$ cat src/rtl/ps2_key_decoder.sv
// ps2_key_decoder
// Turns PS/2 scan code set 2 byte streams into key events (code, extended,
// break, optional ASCII) and queues them in a small FIFO for the consumer.
// Build option: define PS2_KEY_ASCII_EN to compile in the ASCII map and the
// per-entry ASCII storage; without it key_ascii is tied to 0x00.
//
// state      | meaning
// -----------+---------------------------------------------
// ST_IDLE    | no prefix pending
// ST_EXT     | E0 seen, waiting for the key byte
// ST_BRK     | F0 seen, waiting for the key byte
// ST_EXT_BRK | both E0 and F0 seen, waiting for the key byte

module ps2_key_decoder #(
    parameter int FIFO_DEPTH = 4
) (
    input  logic       clk,
    input  logic       rst,
    input  logic [7:0] in_data,
    input  logic       in_rdy,
    output logic [7:0] key_code,
    output logic       key_ext,
    output logic       key_break,
    output logic [7:0] key_ascii,
    output logic       key_valid,
    input  logic       key_ready,
    output logic       shift_held,
    output logic       overflow
);

    localparam int AW = $clog2(FIFO_DEPTH);
    localparam int CW = AW + 1;
    localparam logic [CW-1:0] DEPTH_C = CW'(FIFO_DEPTH);

    typedef enum logic [1:0] {
        ST_IDLE,
        ST_EXT,
        ST_BRK,
        ST_EXT_BRK
    } state_t;

    state_t state_q, state_d;

    logic          emit;
    logic          ev_ext;
    logic          ev_brk;
    logic          is_discard;

    logic          shift_l_q, shift_l_d;
    logic          shift_r_q, shift_r_d;

    logic [AW-1:0] wr_ptr_q, wr_ptr_d;
    logic [AW-1:0] rd_ptr_q, rd_ptr_d;
    logic [CW-1:0] count_q, count_d;
    logic          overflow_q, overflow_d;
    logic          fifo_full;
    logic          pop;
    logic          push_ok;

    logic [7:0]    code_mem_q [FIFO_DEPTH];
    logic          ext_mem_q  [FIFO_DEPTH];
    logic          brk_mem_q  [FIFO_DEPTH];

`ifdef PS2_KEY_ASCII_EN
    logic [7:0]    ascii_mem_q [FIFO_DEPTH];
    logic [7:0]    ev_ascii;

    // Scan code set 2 to ASCII; letters are upper-cased when 'upper' is set.
    function automatic logic [7:0] ascii_map(input logic [7:0] code, input logic upper);
        logic [7:0] ch;
        ch = 8'h00;
        case (code)
            8'h1C: ch = 8'h61; 8'h32: ch = 8'h62; 8'h21: ch = 8'h63; 8'h23: ch = 8'h64;
            8'h24: ch = 8'h65; 8'h2B: ch = 8'h66; 8'h34: ch = 8'h67; 8'h33: ch = 8'h68;
            8'h43: ch = 8'h69; 8'h3B: ch = 8'h6A; 8'h42: ch = 8'h6B; 8'h4B: ch = 8'h6C;
            8'h3A: ch = 8'h6D; 8'h31: ch = 8'h6E; 8'h44: ch = 8'h6F; 8'h4D: ch = 8'h70;
            8'h15: ch = 8'h71; 8'h2D: ch = 8'h72; 8'h1B: ch = 8'h73; 8'h2C: ch = 8'h74;
            8'h3C: ch = 8'h75; 8'h2A: ch = 8'h76; 8'h1D: ch = 8'h77; 8'h22: ch = 8'h78;
            8'h35: ch = 8'h79; 8'h1A: ch = 8'h7A;
            8'h45: ch = 8'h30; 8'h16: ch = 8'h31; 8'h1E: ch = 8'h32; 8'h26: ch = 8'h33;
            8'h25: ch = 8'h34; 8'h2E: ch = 8'h35; 8'h36: ch = 8'h36; 8'h3D: ch = 8'h37;
            8'h3E: ch = 8'h38; 8'h46: ch = 8'h39;
            8'h29: ch = 8'h20;
            8'h5A: ch = 8'h0D;
            8'h66: ch = 8'h08;
            default: ch = 8'h00;
        endcase
        if (upper && (ch >= 8'h61) && (ch <= 8'h7A)) begin
            ch = ch - 8'h20;
        end
        return ch;
    endfunction

    // Extended keys never map; shift level is the one before this byte's own update.
    always_comb begin
        ev_ascii = 8'h00;
        if (!ev_ext) begin
            ev_ascii = ascii_map(in_data, shift_l_q | shift_r_q);
        end
    end
`endif

    assign is_discard = in_data inside {8'h00, 8'hAA, 8'hE1, 8'hEE, 8'hFA,
                                        8'hFC, 8'hFD, 8'hFE, 8'hFF};

    // Prefix tracking: decides the next state and whether this byte emits an event.
    always_comb begin
        state_d = state_q;
        emit    = 1'b0;
        ev_ext  = 1'b0;
        ev_brk  = 1'b0;
        if (in_rdy) begin
            if (is_discard) begin
                state_d = ST_IDLE;
            end else begin
                case (state_q)
                    ST_IDLE: begin
                        if (in_data == 8'hE0) begin
                            state_d = ST_EXT;
                        end else if (in_data == 8'hF0) begin
                            state_d = ST_BRK;
                        end else begin
                            emit = 1'b1;
                        end
                    end
                    ST_EXT: begin
                        if (in_data == 8'hE0) begin
                            state_d = ST_EXT;
                        end else if (in_data == 8'hF0) begin
                            state_d = ST_EXT_BRK;
                        end else begin
                            emit    = 1'b1;
                            ev_ext  = 1'b1;
                            state_d = ST_IDLE;
                        end
                    end
                    ST_BRK: begin
                        if (in_data == 8'hF0) begin
                            state_d = ST_BRK;
                        end else if (in_data == 8'hE0) begin
                            state_d = ST_EXT_BRK;
                        end else begin
                            emit    = 1'b1;
                            ev_brk  = 1'b1;
                            state_d = ST_IDLE;
                        end
                    end
                    ST_EXT_BRK: begin
                        if ((in_data == 8'hE0) || (in_data == 8'hF0)) begin
                            state_d = ST_EXT_BRK;
                        end else begin
                            emit    = 1'b1;
                            ev_ext  = 1'b1;
                            ev_brk  = 1'b1;
                            state_d = ST_IDLE;
                        end
                    end
                    default: state_d = ST_IDLE;
                endcase
            end
        end
    end

    // Prefix state register.
    always_ff @(posedge clk) begin
        if (rst) begin
            state_q <= ST_IDLE;
        end else begin
            state_q <= state_d;
        end
    end

    // Shift flags follow non-extended 0x12/0x59 make/break regardless of FIFO space.
    always_comb begin
        shift_l_d = shift_l_q;
        shift_r_d = shift_r_q;
        if (emit && !ev_ext) begin
            if (in_data == 8'h12) begin
                shift_l_d = !ev_brk;
            end
            if (in_data == 8'h59) begin
                shift_r_d = !ev_brk;
            end
        end
    end

    // Shift flag registers.
    always_ff @(posedge clk) begin
        if (rst) begin
            shift_l_q <= 1'b0;
            shift_r_q <= 1'b0;
        end else begin
            shift_l_q <= shift_l_d;
            shift_r_q <= shift_r_d;
        end
    end

    assign fifo_full = (count_q == DEPTH_C);
    assign key_valid = (count_q != '0);
    assign pop       = key_valid && key_ready;
    // A pop in the same cycle frees the slot, so a full FIFO still accepts the push.
    assign push_ok   = emit && (!fifo_full || pop);

    // FIFO pointer, count and sticky overflow next-state.
    always_comb begin
        wr_ptr_d   = wr_ptr_q;
        rd_ptr_d   = rd_ptr_q;
        count_d    = count_q;
        overflow_d = overflow_q;
        if (push_ok) begin
            wr_ptr_d = wr_ptr_q + 1'b1;
        end
        if (pop) begin
            rd_ptr_d = rd_ptr_q + 1'b1;
        end
        case ({push_ok, pop})
            2'b10:   count_d = count_q + 1'b1;
            2'b01:   count_d = count_q - 1'b1;
            default: count_d = count_q;
        endcase
        if (emit && !push_ok) begin
            overflow_d = 1'b1;
        end
    end

    // FIFO control registers.
    always_ff @(posedge clk) begin
        if (rst) begin
            wr_ptr_q   <= '0;
            rd_ptr_q   <= '0;
            count_q    <= '0;
            overflow_q <= 1'b0;
        end else begin
            wr_ptr_q   <= wr_ptr_d;
            rd_ptr_q   <= rd_ptr_d;
            count_q    <= count_d;
            overflow_q <= overflow_d;
        end
    end

    // Event storage; cleared on reset so the head fields read as zero.
    always_ff @(posedge clk) begin
        if (rst) begin
            for (int i = 0; i < FIFO_DEPTH; i++) begin
                code_mem_q[i]  <= 8'h00;
                ext_mem_q[i]   <= 1'b0;
                brk_mem_q[i]   <= 1'b0;
`ifdef PS2_KEY_ASCII_EN
                ascii_mem_q[i] <= 8'h00;
`endif
            end
        end else if (push_ok) begin
            code_mem_q[wr_ptr_q]  <= in_data;
            ext_mem_q[wr_ptr_q]   <= ev_ext;
            brk_mem_q[wr_ptr_q]   <= ev_brk;
`ifdef PS2_KEY_ASCII_EN
            ascii_mem_q[wr_ptr_q] <= ev_ascii;
`endif
        end
    end

    assign key_code   = code_mem_q[rd_ptr_q];
    assign key_ext    = ext_mem_q[rd_ptr_q];
    assign key_break  = brk_mem_q[rd_ptr_q];
`ifdef PS2_KEY_ASCII_EN
    assign key_ascii  = ascii_mem_q[rd_ptr_q];
`else
    assign key_ascii  = 8'h00;
`endif
    assign shift_held = shift_l_q | shift_r_q;
    assign overflow   = overflow_q;

endmodule

$ cat config.mk
export PLATFORM = sky130hd
export DESIGN_NAME = ps2_key_decoder
export DESIGN_NICKNAME = d
export VERILOG_FILES = /design/src/rtl/ps2_key_decoder.sv
export SDC_FILE = /design/constraint.sdc
export NUM_CORES = 1
export LEC_CHECK = 0
export ABC_AREA = 1
export CAP_MARGIN = 20
export CORE_ASPECT_RATIO = 0.75
export CORE_MARGIN = 10
export CORE_UTILIZATION = 35
export DETAILED_ROUTE_END_ITERATION = 7
export HOLD_SLACK_MARGIN = 0.08
export PLACE_DENSITY = 0.58
export SLEW_MARGIN = 20
export SYNTH_ARGS = -nofsm -noshare
export SYNTH_HDL_FRONTEND = slang
export SYNTH_SLANG_ARGS = --single-unit
$ cat constraint.sdc
create_clock -name clk -period 5.6 [get_ports clk]
set_clock_uncertainty 0.15 [all_clocks]
set_input_delay 0.84 -clock clk [delete_from_list [all_inputs] [get_ports clk]]
set_output_delay 0.84 -clock clk [all_outputs]
set_load 0.005 [all_outputs]
==> summary.md <==
| Metric | Value |
|---|---|
| Global-route wire length before repair | `~9600 um` |
| Slew of the pin with the lowest slew margin | `~990 ps` |
| Placer's final routability congestion estimate | `between 0.8 and 0.9` |
| Final HPWL DP | `4400 um` |
| Clock insertion delay at the later pin of the skew report | `310 ps` |
| Simple-Gate Fraction of Synth Area | `25.6%` |
| Vias after detailed routing | `just under 2000` |
| Post-Syn Area | `between 2000 and 3000 um2` |
| Longest Clk Path Bufs | `2` |
| Critical Path End Type | `flop` |
| Post-synth top area share | `roughly 43%` |
| Aggregate routed wire length | `5880 um` |
| Worst slack on hold paths | `approximately 330 ps` |
| Avg Synthesized Cell Area | `approximately 9 um2` |
| Max-cap viol count | `0` |
| Most common cell in the netlist | `sky130_fd_sc_hd__nor2_1` |
| Dominant cell type by area after synthesis | `sky130_fd_sc_hd__edfxtp_1` |
| Net switching power figure | `between 300 and 400 uW` |
| Cts repair resizes | `0` |
| Top_reg_cell synth | `sky130_fd_sc_hd__edfxtp_1` |
| Seq cells post-synth | `between 50 and 60` |
| Syn. warnings | `0` |
| Vias in the first global route | `1835` |
| Power density over the cells | `about 340 nW/um2` |
| Number of enable flip-flop cells after synthesis | `40` |
| Relative area change from synthesis to final layout | `13.6%` |
| Global route total overflow | `0` |
| Final setup violation count | `0` |
| Post-layout worst setup margin | `between 1500 and 2000 ps` |
| Clock power share | `22.7%` |
| Depth of the CTS H-tree | `2` |
| GRT Util Overall | `about a tenth` |
| Post-route setup TNS | `0 ps` |
| Result of the run | `completed` |
| Pre-CTS setup slack | `approximately 1600 ps` |
| Post-synthesis adder-cell area fraction | `about 1.2%` |
| Final Net Count | `approximately 330` |
| Sequential Power Share | `48.5%` |
| Share of flip-flops with an asynchronous set or reset | `0%` |
| Leading post-synthesis cells by cell area | `sky130_fd_sc_hd__edfxtp_1 (43%), sky130_fd_sc_hd__dfxtp_1 (10%), sky130_fd_sc_hd__nor2_1 (5.7%), sky130_fd_sc_hd__nor2_2 (5.6%), sky130_fd_sc_hd__o21ai_0 (5.6%)` |
| Die Y | `97.2 um` |
| Slowest cell on the critical path | `sky130_fd_sc_hd__clkdlybuf4s50_1` |
| Maximum vdd drop | `about 0.12 mV` |
| Critical path start-end classification | `input port to flop` |
| Die outline area | `11900 um2` |
| Fraction of the cycle the final worst path needs | `65.8%` |
| Share of synthesized area spent on multiplexers | `0%` |
| Final count of pins violating max slew | `0` |
| Number of iterations in the first detailed-routing pass | `4` |
| Clk Tree Root Cell | `sky130_fd_sc_hd__clkbuf_8` |
| Fill cell count | `between 700 and 800` |
| Number of distinct library cells after synthesis | `29` |
| Leakage power summed over all cells | `0.00129 uW` |
| Clock-pin slew on the worst setup and hold paths | `110 ps` |
| Area taken by flip-flops and latches | `approximately 1500 um2` |
| CTS Hold Buffers Added | `0` |
| Maximum number of pins on one net before global-route repair | `22` |
| Area occupied by multi-input gates | `~1100 um2` |
| Time the final worst path needs with I/O delays and setup | `roughly 3700 ps` |
| Number of standard cells after synthesis | `300` |
| Post-synthesis compound-gate area fraction | `about a tenth` |
| Buffers added on ports | `24` |
| Unrepaired setup endpoints after global routing | `no` |
| Critical path required time | `~5400 ps` |
| Power Internal | `707 uW` |
| Sum of internal, switching and leakage power | `between 1000 and 1500 uW` |
| Fraction of synthesized cell area in xor and xnor cells | `0%` |
| Final Hold Fails | `0` |
| Vias per cell | `4.59` |
| CTS Sinks | `54` |
| Number of antenna cells inserted | `0` |
| Core region area | `about 8000 um2` |
| Dominant combinational cell family by area after synthesis | `simple AND/OR/NAND/NOR gates` |
| Post CTS Setup Buffer Count | `0` |
| Remaining DRCs | `0` |
| Initial standard-cell utilization of the core | `35.6%` |
| Number of design-rule violations left by the first detailed-router iteration | `around 100` |
| Count of standard-cell rows | `28` |
| CP cell instances | `clkdlybuf4s50_1, nor2_1, nand2_1, nand2_1, nand2_1, nand2_1, nor2_4, nand4_4, nor2_4, nand3_2, nand2_1` |
| Combinational share of power | `28.8%` |
| Most instantiated cells after synthesis | `sky130_fd_sc_hd__nor2_1 (42), sky130_fd_sc_hd__edfxtp_1 (40), sky130_fd_sc_hd__nand2_1 (31), sky130_fd_sc_hd__o21ai_0 (31), sky130_fd_sc_hd__inv_1 (29)` |
| Critical path arrival | `between 3000 and 4000 ps` |
| I/O pin count | `33` |
| Most repeated library cell on the critical path | `sky130_fd_sc_hd__nand2_1` |
| Hold/Removal Path Class | `flop to flop` |
| Horizontal die dimension | `~120 um` |
| Wire per inst | `approximately 14 um` |
| Number of CTS-inserted buffers | `5` |
| Clock tree from TritonCTS | `done` |
| Headroom to the max-slew limit | `between 30% and 40%` |
| Share of the yosys chip area belonging to registers | `a little over half` |
| Share of post-route cells with drive strength above 1 | `between 15 and 20%` |
| Maximum clock frequency | `271 MHz` |
| Antenna violations before repair | `0` |
| Startpoint kind of the worst setup timing path | `input port` |
| Crit path max fanout | `13` |
| Sw Ratio | `around 33%` |
| Antenna Violating Nets Remaining | `0` |
| CP max stage delay | `610 ps` |
## state kept, by name, indices dropped and copies added (netlist names), named ones only
signal	flops
rd_ptr_q	2
shift_r_q	1
brk_mem_q	4
wr_ptr_q	2
ext_mem_q	4
code_mem_q	32
count_q	3
state_q	2
overflow	1
shift_l_q	1
## per-stage QoR
stage	instance area, um2	instances	util [%]
3_5_place_dp	3060	418	39.1
5_1_grt	3160	426	40.4
3_3_place_gp	3060	418	39.1
6_report	3160	426	40.4
2_1_floorplan	2810	307	-
4_1_cts	3160	426	40.4
## placed cells by master (no fill, tap or decap), drive strengths merged
cell,instances
a21oi,11
clkbuf,5
clkdlybuf4s50,24
clkinv,1
conb,8
dfxtp,14
edfxtp,40
fa,1
ha,1
inv,41
nand2,42
nand3,13
nand4,2
nor2,71
nor3,1
nor4,2
o21a,1
o21ai,32
o22ai,10
or2,1
## final timing paths
kind	from	cells past startpoint	slack [ps]	end
worst max-delay path	in_data[3]	11	1910	brk_mem_q[0]
worst min-delay path	rd_ptr_q[1]	2	330	flop
worst max register to register	count_q[0]	8	2840	brk_mem_q[0]
worst min register to register	rd_ptr_q[1]	2	330	flop
## cells by family after synthesis
group	after synthesis
buffers and inverters	57
AO/OA/AOI/OAI	54
flip-flops	54
other	1
adder cells (fa/ha/maj)	2
AND/OR/NAND/NOR	132
## power groups by stage
stage | combinational (uW) | sequential (uW) | clock (uW)
4_1_cts | 312 | 515 | 249
3_5_place_dp | 312 | 524 | 0
5_1_grt | 350 | 523 | 265
6_report | 305 | 514 | 240
2_1_floorplan | 195 | 504 | 0
3_3_place_gp | 308 | 523 | 0
## critical path: cells and delay by family
family	cells	cell delay, ps
buf+inv	1	610
simple gates	10	2060
## routing by layer
layer  track usage [%]  up-vias  wire length [um]
li1                  -     1009                 -
met2              13.9       47              2390
met3              2.96        7               473
met5                 0        -                 0
met1              14.8      893              2980
met4              2.17        0                42
## final cells by class
| class | instances | share of cell area [%] |
|---|---|---|
| Sequential cell | 54 | 46.9 |
| Multi-Input combinational cell | 196 | 33.6 |
| Timing Repair Buffer | 24 | 7.60 |
| Inverter | 39 | 4.63 |
| Tap cell | 105 | 4.16 |
| Clock buffer | 5 | 2.18 |
| Clock inverter | 3 | 0.911 |
Note: power is estimated with default switching activity, not from simulation.
